File: src/rtl/phi_pkg.sv
// Shared constants for the PHI2 generator: strobe indices,
// default periods and FSM state encodings.
package phi_pkg;

  localparam int PHI_MIN_CYCLE = 8;

  localparam int FULL_M2 = 0;
  localparam int FULL_M1 = 1;
  localparam int FULL_P0 = 2;
  localparam int FULL_P1 = 3;
  localparam int HALF_M2 = 4;
  localparam int HALF_M1 = 5;
  localparam int HALF_P0 = 6;
  localparam int HALF_P1 = 7;
  localparam int NSTB    = 8;

  typedef logic [NSTB-1:0] phi_stb_t;

  // 8.4 fixed point periods for a 32 MHz system clock
  localparam logic [11:0] PHI_PERIOD_PAL  = 12'h208;
  localparam logic [11:0] PHI_PERIOD_NTSC = 12'h1F4;

  localparam logic [1:0] ST_IDLE = 2'd0;
  localparam logic [1:0] ST_RUN  = 2'd1;
  localparam logic [1:0] ST_STOP = 2'd2;

endpackage

File: src/rtl/phi_frac_acc.sv
// Period clamp and fractional accumulator; produces the
// PHI2 cycle length L whenever a latch pulse is given.
module phi_frac_acc #(
  parameter int DIV_WIDTH = 8,
  parameter int FRAC_BITS = 4,
  parameter int MIN_CYCLE = phi_pkg::PHI_MIN_CYCLE
) (
  input  logic                           i_clk,
  input  logic                           i_rst,
  input  logic                           i_latch,
  input  logic                           i_first,
  input  logic [DIV_WIDTH+FRAC_BITS-1:0] i_period,
  output logic [DIV_WIDTH:0]             o_len,
  output logic [DIV_WIDTH:0]             o_len_nxt
);

  localparam int CW = DIV_WIDTH + 1;

  logic [FRAC_BITS-1:0] r_acc;
  logic [FRAC_BITS-1:0] w_acc_base;
  logic [FRAC_BITS:0]   w_sum;
  logic [CW-1:0]        r_len;
  logic [CW-1:0]        w_int;
  logic [CW-1:0]        w_clamp;

  assign w_int = {1'b0, i_period[DIV_WIDTH+FRAC_BITS-1:FRAC_BITS]};
  assign w_clamp = (w_int < CW'(MIN_CYCLE)) ? CW'(MIN_CYCLE) : w_int;

  // A fresh start discards any leftover fraction
  assign w_acc_base = i_first ? '0 : r_acc;
  assign w_sum = {1'b0, w_acc_base}
               + {1'b0, i_period[FRAC_BITS-1:0]};

  assign o_len_nxt = i_latch
                   ? w_clamp + CW'(w_sum[FRAC_BITS])
                   : r_len;
  assign o_len = r_len;

  always_ff @(posedge i_clk or posedge i_rst) begin
    if (i_rst) begin
      r_acc <= '0;
      r_len <= CW'(MIN_CYCLE);
    end else if (i_latch) begin
      r_acc <= w_sum[FRAC_BITS-1:0];
      r_len <= o_len_nxt;
    end
  end

endmodule

File: src/rtl/phi_generator.sv
// PHI2 clock master: fractional period divider with start/stop
// FSM and the eight registered phase strobes.
module phi_generator #(
  parameter int DIV_WIDTH = 8,
  parameter int FRAC_BITS = 4,
  parameter int MIN_CYCLE = phi_pkg::PHI_MIN_CYCLE
) (
  input  logic                           i_clk,
  input  logic                           i_rst,
  input  logic                           i_enable,
  input  logic [DIV_WIDTH+FRAC_BITS-1:0] i_period,
  output logic                           o_phi2_out,
  output logic                           o_running,
  output logic                           o_full_m2,
  output logic                           o_full_m1,
  output logic                           o_full_p0,
  output logic                           o_full_p1,
  output logic                           o_half_m2,
  output logic                           o_half_m1,
  output logic                           o_half_p0,
  output logic                           o_half_p1
);

  import phi_pkg::*;

  localparam int CW = DIV_WIDTH + 1;

  logic [1:0]    r_state;
  logic [1:0]    w_state_n;
  logic [CW-1:0] r_cnt;
  logic [CW-1:0] w_cnt_n;
  logic [CW-1:0] w_len;
  logic [CW-1:0] w_len_n;
  logic [CW-1:0] w_half_n;
  logic          w_latch;
  logic          w_first;
  logic          w_wrap;
  logic          w_act_n;
  logic          w_phi_n;
  phi_stb_t      w_stb_n;
  phi_stb_t      r_stb;
  logic          r_phi;
  logic          r_run;

  phi_frac_acc #(
    .DIV_WIDTH(DIV_WIDTH),
    .FRAC_BITS(FRAC_BITS),
    .MIN_CYCLE(MIN_CYCLE)
  ) u_acc (
    .i_clk    (i_clk),
    .i_rst    (i_rst),
    .i_latch  (w_latch),
    .i_first  (w_first),
    .i_period (i_period),
    .o_len    (w_len),
    .o_len_nxt(w_len_n)
  );

  assign w_wrap = (r_cnt == w_len - CW'(1));

  always_comb begin
    w_state_n = r_state;
    w_cnt_n   = r_cnt;
    w_latch   = 1'b0;
    w_first   = 1'b0;
    case (r_state)
      ST_IDLE: begin
        if (i_enable) begin
          w_state_n = ST_RUN;
          w_cnt_n   = '0;
          w_latch   = 1'b1;
          w_first   = 1'b1;
        end
      end
      ST_RUN: begin
        if (w_wrap) begin
          w_cnt_n = '0;
          w_latch = 1'b1;
          if (!i_enable) w_state_n = ST_STOP;
        end else begin
          w_cnt_n = r_cnt + CW'(1);
        end
      end
      ST_STOP: begin
        w_state_n = ST_IDLE;
        w_cnt_n   = '0;
      end
      default: begin
        w_state_n = ST_IDLE;
        w_cnt_n   = '0;
      end
    endcase
  end

  // Decode from next-state values so registered outputs track cnt
  assign w_half_n = w_len_n >> 1;
  assign w_act_n  = (w_state_n != ST_IDLE);
  assign w_phi_n  = (w_state_n == ST_RUN) && (w_cnt_n >= w_half_n);

  always_comb begin
    w_stb_n = '0;
    if (w_act_n) begin
      w_stb_n[FULL_M2] = (w_cnt_n == w_len_n - CW'(2));
      w_stb_n[FULL_M1] = (w_cnt_n == w_len_n - CW'(1));
      w_stb_n[FULL_P0] = (w_cnt_n == '0);
      w_stb_n[FULL_P1] = (w_cnt_n == CW'(1));
      w_stb_n[HALF_M2] = (w_cnt_n == w_half_n - CW'(2));
      w_stb_n[HALF_M1] = (w_cnt_n == w_half_n - CW'(1));
      w_stb_n[HALF_P0] = (w_cnt_n == w_half_n);
      w_stb_n[HALF_P1] = (w_cnt_n == w_half_n + CW'(1));
    end
  end

  always_ff @(posedge i_clk or posedge i_rst) begin
    if (i_rst) begin
      r_state <= ST_IDLE;
      r_cnt   <= '0;
      r_stb   <= '0;
      r_phi   <= 1'b0;
      r_run   <= 1'b0;
    end else begin
      r_state <= w_state_n;
      r_cnt   <= w_cnt_n;
      r_stb   <= w_stb_n;
      r_phi   <= w_phi_n;
      r_run   <= w_act_n;
    end
  end

  assign o_phi2_out = r_phi;
  assign o_running  = r_run;
  assign o_full_m2  = r_stb[FULL_M2];
  assign o_full_m1  = r_stb[FULL_M1];
  assign o_full_p0  = r_stb[FULL_P0];
  assign o_full_p1  = r_stb[FULL_P1];
  assign o_half_m2  = r_stb[HALF_M2];
  assign o_half_m1  = r_stb[HALF_M1];
  assign o_half_p0  = r_stb[HALF_P0];
  assign o_half_p1  = r_stb[HALF_P1];

endmodule

File: config.mk
export PLATFORM = sky130hd
export DESIGN_NAME = phi_generator
export DESIGN_NICKNAME = d
export VERILOG_FILES = /design/src/rtl/phi_pkg.sv /design/src/rtl/phi_frac_acc.sv /design/src/rtl/phi_generator.sv
export SDC_FILE = /design/constraint.sdc
export NUM_CORES = 1
export LEC_CHECK = 0
export ABC_AREA = 1
export CORE_MARGIN = 2
export CORE_UTILIZATION = 29
export CTS_BUF_LIST = sky130_fd_sc_hd__clkbuf_4 sky130_fd_sc_hd__clkbuf_8
export DETAILED_ROUTE_END_ITERATION = 12
export GPL_TIMING_DRIVEN = 0
export PLACE_DENSITY = 0.5
export RECOVER_POWER = 25
export SLEW_MARGIN = 15
export SYNTH_ARGS = -nofsm -noshare
export SYNTH_HDL_FRONTEND = slang
export SYNTH_SLANG_ARGS = --single-unit
File: constraint.sdc
create_clock -name i_clk -period 3.4 [get_ports i_clk]
set_clock_uncertainty 0.2 [all_clocks]
set_input_delay 0.68 -clock i_clk [delete_from_list [all_inputs] [get_ports i_clk]]
set_output_delay 0.68 -clock i_clk [all_outputs]
set_load 0.005 [all_outputs]
==> flow_summary.toml, run 1 <==
[outcome]
outcome = "complete, but fails checks"
violations = "max-capacitance violations, max-slew violations, negative setup slack"

[pwr]
p_clk_share_pct = 5.9
power_density_nw_per_um2 = 1100
comb_power_share_pct = 81.4
total_leakage_power_nw = 2.44
netSwitchingFraction_pct = 56.3
p_switching_w = 0.00311
irDropWorstVdd_mv = 0.463
intPower_w = 0.00241
power_w = 0.00553
power_frac_seq_pct = 12.7

[floorplan]
num_io_pins = 25
fp.dieW_um = 118
die_h_um = 118
dieArea_um2 = 14000
core_area_um2 = 12700
rows = 41
start_util_pct = 29.9

[synthesis]
netlist.area_leader.share_pct = 21.8
syn_nets = 651
synth.top_cells.by_area = "dfrtp_1 (22%), nand2_1 (20%), nand3_1 (9.4%)"
synth-seq-cells = 34
async_reset_ff_share_pct = 100
synthesis.area_um2 = 3790
synth_edf_count = 0
synth.top_cells.by_count = "nand2_1 (199), inv_1 (77), nor2_1 (76)"
synthMostInstantiatedCell = "nand2_1"
synth-seq-area-share_pct = 22.5
syn_inst = 618
synthFlopType = "dfrtp_1"
avgSynthCellArea_um2 = 6.14
synth_area_leader_cell = "dfrtp_1"
yosysWarningCount = 0
ys_types = 36

[grt]
grt_max_degree = 34
grt_overflow_total = 0
antenna_found_initial = 0
globalRouteTotalUtil_pct = 17.9
grt_pass1_wl_um = 20200
grt_pass1_vias = 4079

[placement]
hpwlAfterDp_um = 9240
io_buffers = 24
place_area_um2 = 4440
gp_congestion = 0.885

[cells_and_area]
drive_gt1_share_pct = 23.1
seq_area_um2 = 852
syn_to_final_growth_pct = 32.0
final_cell_area_um2 = 5010
multiInputGateArea_um2 = 3010
nFillCells = 1377
utilization_pct = 39.5
nNetsFinal = 712
num_antenna_cells = 0

[drt]
routedWlPerCell_um = 14.1
drt_iter0_markers = 287
final_antenna_net_count = 0
via_count = 4052
drc = 0
wl_um = 12000
routed_via_density = 4.76
drt_pass1_iterations = 4

[timing]
worst_pin_slew_ns = 1.87
relSlewSlack_pct = -25.0
rsz0062_at_grt = "true"
fmax_mhz = 284
setup_ws_ns = -0.122
fin_crit_sh_pct = 104
setup_viol = 4
finalCriticalPeriod_ns = 3.52
finalMaxSlewViolations = 34
finalHoldViolCount = 0
whs_ns = 0.291

[clock_tree]
cts_tree = "done"
clock_latency_ns = 0.29
path_clk_slew_ns = 0.08
ctsRootBufferMaster = "clkbuf_8"
cts_buffers = 5
clockBufferDepth = 2
cts_sinks = 34
h-tree-depth = 2

[critical_path]
critPathLaunchType = "flip-flop"
path_buf_inv = 4
path_delay_family = "simple AND/OR/NAND/NOR gates"
cp.required_ns = 3.42
cp_slowest_cell = "dfrtp_1"
critPathMaxFanout = 3
critical_path_class = "flip-flop to flip-flop"
cp.arrival_ns = 3.55
setup.worst_path.end_class = "flip-flop"
cpPeakStageDelay_ns = 0.39

[job]
drv_cap = 1

[hold_path]
hold_class = "flip-flop to flip-flop"
power groups by stage:
| stage | Sequential, W | Combinational, W | Clock [W] |
|---|---|---|---|
| 5_1_grt | 0.000726 | 0.00505 | 0.000357 |
| 6_report | 0.000702 | 0.00450 | 0.000327 |
| 3_3_place_gp | 0.000705 | 0.00388 | 0 |
| 4_1_cts | 0.000701 | 0.00431 | 0.000338 |
| 3_5_place_dp | 0.000705 | 0.00391 | 0 |
| 2_1_floorplan | 0.000666 | 0.00299 | 0 |
layout by cell type (no fill, tap or decap), types with 3 or more instances in the layout:
cell type        netlist  layout
buf_6                  2       3
ha_4                   0      13
dfrtp_1               33      33
buf_4                  0      26
nand3_1               71      64
o21ai_2                1       3
o21ai_0               12      10
nand2_1              199     189
nor2_1                76      63
nand2_2               18      19
nand3b_1               5       5
xnor2_1                7       6
inv_1                 77      69
nor2_2                 5      15
o21ai_1                5       4
nand4_1               14      14
clkdlybuf4s50_1        0      13
dlygate4sd2_1          0       9
inv_2                  7      13
nor2_4                 5       8
nand3_4                1       3
xor2_1                20      18
nor3_1                 8       7
nand3_2                4       9
clkbuf_8               0       6
nand2_4                8      15
a21oi_1                8       7
cell families after synthesis:
| family | count (synthesis) | synth area share (%) |
|---|---|---|
| XOR/XNOR | 27 | 6.23 |
| AO/OA/AOI/OAI | 35 | 5.57 |
| AND/OR/NAND/NOR | 416 | 50.4 |
| flip-flops | 34 | 22.5 |
| adder cells (fa/ha/maj) | 18 | 6.13 |
| buffers and inverters | 88 | 9.17 |
tightest hold or removal path: stages, from the launching register on:
cell	delay, ns
dfrtp_1	0.35
nand2_1	0.05
o21ai_0	0.06
state kept, by name, indices dropped and copies added (netlist names):
| name | cells |
|---|---|
| r_stb | 8 |
| r_state | 2 |
| u_acc.r_acc | 4 |
| o_phi2_out | 1 |
| u_acc.o_len | 9 |
| r_cnt | 9 |
| o_running | 1 |
cell type report:
type | instances | area share (%)
clock inverter | 2 | 0.250
clock buffer | 6 | 1.65
timing repair buffer | 54 | 9.49
inverter | 84 | 6.45
sequential | 34 | 17.0
buffer | 4 | 0.724
tap | 172 | 4.30
multi-input combinational | 496 | 60.1
worst paths after layout:
| path | from | end | slack (ns) | cells after the start |
|---|---|---|---|---|
| worst max register to register | r_state[1] | r_stb[7] | -0.12 | 26 |
| worst min-delay path | u_acc.r_acc[3] | u_acc.r_acc[3] | 0.29 | 2 |
| worst max-delay path | r_state[1] | r_stb[7] | -0.12 | 26 |
| worst min register to register | u_acc.r_acc[3] | u_acc.r_acc[3] | 0.29 | 2 |
| max in group asynchronous | i_rst | r_stb[1] | 0.58 | 3 |
| min in group asynchronous | i_rst | u_acc.r_acc[0] | 0.47 | 2 |
timing repair:
item,CTS,global route
pin swaps,43,19
hold buffers,0,0
endpoints found under the setup margin,10,7
setup buffers,22,7
resized for setup,58,22
per-layer routing:
layer	wire (um)	share of wire, %	track usage (%)
met1	5450	45	23.4
met2	5720	48	30.5
met3	500	4.2	2.22
met4	340	2.8	5.73
met5	0	0	0
per-stage QoR:
step / setup TNS, ns / std cells / setup slack [ns]
floorplan: -0.342 / 618 / -0.122
global placement: -9.34 / 814 / -1.26
detailed placement: -9.37 / 815 / -1.24
CTS: -0.282 / 845 / -0.165
global route: -1.60 / 852 / -0.340
finish: -0.235 / 852 / -0.122
Power figures use the tool's default switching activity.
==> run 2, diff against run 1 <==
--- a/config.mk
+++ b/config.mk
@@ -9,6 +9,7 @@
 export CORE_MARGIN = 2
 export CORE_UTILIZATION = 29
 export CTS_BUF_LIST = sky130_fd_sc_hd__clkbuf_4 sky130_fd_sc_hd__clkbuf_8
+export CTS_CLUSTER_DIAMETER = 50
 export DETAILED_ROUTE_END_ITERATION = 12
 export GPL_TIMING_DRIVEN = 0
 export PLACE_DENSITY = 0.5
==> results of run 2 <==
Final layout, timing and power as in run 1 (identical DEF).
